**config.mk**
```make
export PLATFORM = sky130hd
export DESIGN_NAME = score_counter
export DESIGN_NICKNAME = d
export VERILOG_FILES = /design/src/rtl/score_pkg.sv /design/src/rtl/score_counter_chan.sv /design/src/rtl/score_counter.sv
export SDC_FILE = /design/constraint.sdc
export NUM_CORES = 1
export LEC_CHECK = 0
export CAP_MARGIN = 20
export CELL_PAD_IN_SITES_DETAIL_PLACEMENT = 0
export CELL_PAD_IN_SITES_GLOBAL_PLACEMENT = 1
export CORE_MARGIN = 3
export CORE_UTILIZATION = 38
export DETAILED_ROUTE_END_ITERATION = 7
export HOLD_SLACK_MARGIN = 0.12
export PLACE_DENSITY_LB_ADDON = 0.12
export SLEW_MARGIN = 25
export SYNTH_ARGS = -nofsm -noshare
export SYNTH_HDL_FRONTEND = slang
export SYNTH_HIERARCHICAL = 1
export SYNTH_SLANG_ARGS = --single-unit
export TNS_END_PERCENT = 100
```
**constraint.sdc**
```tcl
create_clock -name clk_i -period 2.8 [get_ports clk_i]
set_input_delay 0.28 -clock clk_i [delete_from_list [all_inputs] [get_ports clk_i]]
set_output_delay 0.28 -clock clk_i [all_outputs]
set_load 0.02 [all_outputs]
```
**src/rtl/score_pkg.sv**
```systemverilog
// score_pkg: shared constants for the multi-channel score counter.
//   DEF_NCH     default number of channels
//   DEF_BW      default count width per channel
//   DEF_MAX_VAL default upper count limit
//   SAT_MODE    count sticks at 0 / MAX_VAL
//   WRAP_MODE   count wraps MAX_VAL <-> 0
package score_pkg;

  localparam int DEF_NCH     = 2;
  localparam int DEF_BW      = 7;
  localparam int DEF_MAX_VAL = 99;
  localparam int SAT_MODE    = 0;
  localparam int WRAP_MODE   = 1;

endpackage : score_pkg

```
**src/rtl/score_counter_chan.sv**
```systemverilog
// score_counter_chan: one up/down score channel.
//   clk_i       system clock
//   rst_ni      asynchronous active-low reset
//   clr_i       synchronous clear (highest priority)
//   inc_i/dec_i increment/decrement strobes, counted on their rising edge
//   load_i      level-sensitive load enable, load_val_i clamped to MAX_VAL
//   cnt_o       registered count
//   at_max_o    count == MAX_VAL, at_min_o count == 0
//   evt_o       one-cycle pulse when inc/dec changed the count
module score_counter_chan
  import score_pkg::*;
#(
  parameter int BW      = DEF_BW,
  parameter int MAX_VAL = DEF_MAX_VAL,
  parameter int WRAP    = SAT_MODE
) (
  input  logic          clk_i,
  input  logic          rst_ni,
  input  logic          clr_i,
  input  logic          inc_i,
  input  logic          dec_i,
  input  logic          load_i,
  input  logic [BW-1:0] load_val_i,
  output logic [BW-1:0] cnt_o,
  output logic          at_max_o,
  output logic          at_min_o,
  output logic          evt_o
);

  localparam logic [BW-1:0] MAX_C  = BW'(MAX_VAL);
  localparam logic [BW-1:0] ONE_C  = BW'(1);
  localparam logic [BW-1:0] ZERO_C = BW'(0);

  logic          inc_q, dec_q;
  logic          inc_re, dec_re;
  logic [BW-1:0] cnt_q, cnt_d;
  logic          evt_q, evt_d;
  logic          at_max_q, at_min_q;

  // Next-count logic: clear beats load beats inc/dec; simultaneous edges cancel.
  always_comb begin
    inc_re = inc_i & ~inc_q;
    dec_re = dec_i & ~dec_q;
    cnt_d  = cnt_q;
    evt_d  = 1'b0;
    if (clr_i) begin
      cnt_d = ZERO_C;
      evt_d = 1'b0;
    end else if (load_i) begin
      cnt_d = (load_val_i > MAX_C) ? MAX_C : load_val_i;
      evt_d = 1'b0;
    end else begin
      case ({inc_re, dec_re})
        2'b10: begin
          if (cnt_q < MAX_C) begin
            cnt_d = cnt_q + ONE_C;
            evt_d = 1'b1;
          end else if (WRAP == WRAP_MODE) begin
            cnt_d = ZERO_C;
            evt_d = 1'b1;
          end else begin
            cnt_d = cnt_q;
            evt_d = 1'b0;
          end
        end
        2'b01: begin
          if (cnt_q > ZERO_C) begin
            cnt_d = cnt_q - ONE_C;
            evt_d = 1'b1;
          end else if (WRAP == WRAP_MODE) begin
            cnt_d = MAX_C;
            evt_d = 1'b1;
          end else begin
            cnt_d = cnt_q;
            evt_d = 1'b0;
          end
        end
        default: begin
          cnt_d = cnt_q;
          evt_d = 1'b0;
        end
      endcase
    end
  end

  // State registers; edge registers reset high so a strobe held through reset is ignored.
  always_ff @(posedge clk_i or negedge rst_ni) begin
    if (!rst_ni) begin
      inc_q    <= 1'b1;
      dec_q    <= 1'b1;
      cnt_q    <= ZERO_C;
      evt_q    <= 1'b0;
      at_max_q <= 1'b0;
      at_min_q <= 1'b1;
    end else begin
      inc_q    <= inc_i;
      dec_q    <= dec_i;
      cnt_q    <= cnt_d;
      evt_q    <= evt_d;
      // Flags registered from the next count so they line up with cnt_q.
      at_max_q <= (cnt_d == MAX_C);
      at_min_q <= (cnt_d == ZERO_C);
    end
  end

  assign cnt_o    = cnt_q;
  assign evt_o    = evt_q;
  assign at_max_o = at_max_q;
  assign at_min_o = at_min_q;

endmodule : score_counter_chan

```
**src/rtl/score_counter.sv**
```systemverilog
// score_counter: NCH independent up/down score channels with shared clear.
//   clk_i, rst_ni      clock, asynchronous active-low reset
//   clr_i              synchronous clear of all channels
//   inc_i, dec_i       per-channel rising-edge strobes
//   load_i, load_val_i per-channel load enable and value (channel c at [c*BW +: BW])
//   cnt_o              packed registered counts (channel c at [c*BW +: BW])
//   at_max_o, at_min_o per-channel limit flags
//   evt_o              per-channel count-changed pulse
module score_counter
  import score_pkg::*;
#(
  parameter int NCH     = DEF_NCH,
  parameter int BW      = DEF_BW,
  parameter int MAX_VAL = DEF_MAX_VAL,
  parameter int WRAP    = SAT_MODE
) (
  input  logic              clk_i,
  input  logic              rst_ni,
  input  logic              clr_i,
  input  logic [NCH-1:0]    inc_i,
  input  logic [NCH-1:0]    dec_i,
  input  logic [NCH-1:0]    load_i,
  input  logic [NCH*BW-1:0] load_val_i,
  output logic [NCH*BW-1:0] cnt_o,
  output logic [NCH-1:0]    at_max_o,
  output logic [NCH-1:0]    at_min_o,
  output logic [NCH-1:0]    evt_o
);

  // A zero limit or one that does not fit in BW bits cannot be represented.
  if (MAX_VAL <= 0 || MAX_VAL > (2 ** BW) - 1) begin : g_bad_max
    $error("score_counter: MAX_VAL=%0d invalid for BW=%0d", MAX_VAL, BW);
  end

  for (genvar c = 0; c < NCH; c++) begin : g_chan
    score_counter_chan #(
      .BW     (BW),
      .MAX_VAL(MAX_VAL),
      .WRAP   (WRAP)
    ) u_chan (
      .clk_i     (clk_i),
      .rst_ni    (rst_ni),
      .clr_i     (clr_i),
      .inc_i     (inc_i[c]),
      .dec_i     (dec_i[c]),
      .load_i    (load_i[c]),
      .load_val_i(load_val_i[c*BW +: BW]),
      .cnt_o     (cnt_o[c*BW +: BW]),
      .at_max_o  (at_max_o[c]),
      .at_min_o  (at_min_o[c]),
      .evt_o     (evt_o[c])
    );
  end

endmodule : score_counter

```
==> results.py, run 1 <==
metrics = {
    "outcome": {
        "status": "completed",
    },
    "cells_and_area": {
        "diodes": 0,
        "final_common_cell": "clkdlybuf4s50_1",
        "fin_area_mm2": 0.00279,
        "final_cell_mix": "42 x clkdlybuf4s50_1, 25 x inv_1, 21 x nor2_1",
        "layout-drive-gt1-share": 0.155,
        "final_nets": 343,
        "final_util": 0.526,
        "area_growth_pct": 29.8,
    },
    "critical_path": {
        "crit_type": "reg2reg",
        "worstPathRequired_ns": 2.97,
        "crit_slowest_cell": "dfrtp_1",
        "critPathBufInv": 0,
        "cp_top_family": "compound AO/OA/AOI/OAI gates",
        "cp-end-kind": "register",
        "crit_fanout": 7,
        "slowest_delay_ns": 0.49,
        "arrival_ns": 2.66,
        "start_kind": "register",
        "cp_cell_sequence": "ha_1 > a21boi_0 > nand3_1 > a31o_2 > o31a_1 > a211o_1 > nor4_2",
    },
    "power": {
        "power_mw": 1.15,
        "vdd_drop_max_v": 0.000289,
        "power_density_mw_per_mm2": 412,
        "p_leak_nw": 1.13,
    },
    "clocking": {
        "numClockSinks": 24,
        "cts_root_buf": "clkbuf_8",
        "cts_made_buffers": 3,
        "ctsHtreeMaxLevel": 1,
        "clk_pin_slew_ns": 0.09,
        "worstSkewPairLatency_ns": 0.27,
        "postCtsHoldBufs": 0,
        "clockBufferDepth": 2,
        "cts_tree": "built",
        "postCtsSetupBuffers": 0,
    },
    "floorplanning": {
        "core-area_mm2": 0.00530,
        "row_count": 26,
        "initial_core_util": 0.405,
        "die_area_mm2": 0.00660,
        "fp.dieH_um": 81.2,
        "num_io_pins": 43,
        "die_w_um": 81.2,
    },
    "placed_design": {
        "portBuffers": 42,
        "dpl-instance-area_mm2": 0.00271,
        "hpwl_um": 4940,
        "place.gp.congestion": 0.894,
    },
    "route": {
        "wl_met1_um": 3250,
        "dr_wl_met2_um": 2580,
        "drc": 0,
        "wire_per_inst_um": 17.0,
        "highest_layer": "met4",
        "met3_length_um": 559,
        "via_count": 2301,
        "drt_iter0_markers": 354,
        "wl_um": 6430,
        "postRouteAntennaNets": 0,
        "viasPerCell": 6.07,
        "first_pass_iters": 5,
    },
    "sta": {
        "min_period_ns": 2.49,
        "worstMarginPinSlew_ns": 0.590,
        "skew_ns": 0.00867,
        "rsz0062_at_grt": "false",
        "finalMaxSlewViolations": 0,
        "setup_violations": 0,
        "final-hold-violation-count": 0,
        "setup_tns_ns": 0,
        "max_freq_mhz": 402,
        "min_period_over_period": 0.889,
        "relSlewSlack": 0.603,
        "hold_slack_ns": 0.370,
    },
    "synth": {
        "postSynth.asyncResetShare": 1.00,
        "synth_area_per_cell_um2": 8.24,
        "synth.cell_area_mm2": 0.00215,
        "synth_edf_count": 0,
        "ys_seq_area_frac": 0.283,
        "yosysWarnings": 6,
        "synth_nets": 294,
        "synth.distinct_cells": 66,
        "synth_cells": 261,
        "synth_ff_type": "dfrtp_1",
        "yosys_register_bits": 24,
    },
    "min_path": {
        "hold_class": "in2async",
    },
    "grt": {
        "track_usage": 0.202,
        "grt_max_degree": 25,
        "grt_pass1_wl_um": 10400,
        "grt_pass1_vias": 2024,
        "antenna_found_initial": 0,
        "grt_overflow": 0,
    },
    "flow_run": {
        "maxCapViolations": 0,
    },
}
-- kinds of logic after synthesis --
| group | after synthesis | synth area share |
|---|---|---|
| flops | 24 | 0.283 |
| compound gates | 88 | 0.328 |
| buf+inv | 43 | 0.0873 |
| mux | 1 | 0.00524 |
| simple gates | 93 | 0.230 |
| fa+ha+maj | 10 | 0.0582 |
| xor+xnor | 2 | 0.00815 |
-- final timing paths --
path | start | to | slack, ns | cells after the start
max in group asynchronous | rst_ni | g_chan[0].u_chan/inc_q | 2.15 | 2
setup / recovery | g_chan[0].u_chan/cnt_o[0] | g_chan[0].u_chan/at_max_o | 0.31 | 7
hold / removal | rst_ni | g_chan[0].u_chan/evt_o | 0.37 | 2
setup reg to reg | g_chan[0].u_chan/cnt_o[0] | g_chan[0].u_chan/at_max_o | 0.31 | 7
hold reg to reg | g_chan[1].u_chan/cnt_o[0] | g_chan[1].u_chan/cnt_o[0] | 0.77 | 4
min in group clk_i | dec_i[1] | g_chan[1].u_chan/dec_q | 0.43 | 1
-- metal layers --
layer	up-vias	track usage
met5	-	0
met4	0	0.0287
met3	6	0.0432
met2	124	0.273
met1	1096	0.327
li1	1075	-
-- final cells by class --
type                            instances  area (µm²)
Fill cell                             515        2510
Tap cell                               70        87.6
Inverter                               25        93.8
Clock inverter                          1        30.0
Sequential cell                        24         608
Timing Repair Buffer                   62         571
Clock buffer                            3        41.3
Multi-Input combinational cell        194        1360
-- worst reg2reg max path, stage by stage, from the launching register on --
cell,delay [ns]
dfrtp_1,0.49
ha_1,0.27
a21boi_0,0.34
nand3_1,0.14
a31o_2,0.27
o31a_1,0.32
a211o_1,0.33
nor4_2,0.23
-- where the power goes --
part           switching, mW  leakage (nW)  internal (mW)
combinational          0.234         0.794          0.194
clock                  0.113        0.0357          0.191
sequential            0.0409         0.302          0.375
total                  0.388          1.13          0.761
-- through the flow --
stage,cells,setup WS (ns)
after global placement,375,-0.0310
after detailed placement,375,-0.0396
after CTS,379,0.215
final,379,0.310
after global routing,379,0.0514
after floorplan,261,0.418
-- flip-flops by register name (all words and copies together), names as in the netlist --
register                cells
g_chan.u_chan/evt_o         2
g_chan.u_chan/dec_q         2
g_chan.u_chan/inc_q         2
g_chan.u_chan/at_max_o      2
g_chan.u_chan/cnt_o        14
g_chan.u_chan/at_min_o      2
-- repair_timing --
item,CTS,global route
setup endpoints to repair,0,1
hold endpoints to repair,0,0
gates resized for setup,0,1
-- Yosys cell counts, types with 3 or more instances --
| library cell | n | area, µm² |
|---|---|---|
| inv_1 | 25 | 93.8 |
| nor2_1 | 21 | 78.8 |
| dfrtp_1 | 18 | 450 |
| nand2_1 | 18 | 67.6 |
| a21oi_1 | 16 | 80.1 |
| nor3_1 | 13 | 65.1 |
| o21ai_0 | 12 | 60.1 |
| ha_1 | 10 | 125 |
| clkbuf_1 | 8 | 30.0 |
| nand3_1 | 8 | 40.0 |
| buf_2 | 6 | 30.0 |
| dfstp_2 | 6 | 158 |
| nand2b_1 | 6 | 37.5 |
| a211oi_1 | 4 | 30.0 |
| a21boi_0 | 4 | 30.0 |
| a31oi_1 | 4 | 25.0 |
| and2_1 | 4 | 25.0 |
| nand4_1 | 4 | 25.0 |
| a2111oi_0 | 3 | 26.3 |
| a211o_1 | 3 | 26.3 |
| a311o_1 | 3 | 30.0 |
| a311oi_1 | 3 | 26.3 |
| o41ai_1 | 3 | 26.3 |
| or3_1 | 3 | 18.8 |
Power figures use the tool's default switching activity.
==> run 2: changes to the inputs <==
--- a/config.mk
+++ b/config.mk
@@ -10,6 +10,7 @@
 export CELL_PAD_IN_SITES_GLOBAL_PLACEMENT = 1
 export CORE_MARGIN = 3
 export CORE_UTILIZATION = 38
+export CTS_CLUSTER_SIZE = 16
 export DETAILED_ROUTE_END_ITERATION = 7
 export HOLD_SLACK_MARGIN = 0.12
 export PLACE_DENSITY_LB_ADDON = 0.12
==> results of run 2 <==
Same layout as run 1: the final DEF is identical, and so are final timing and power.
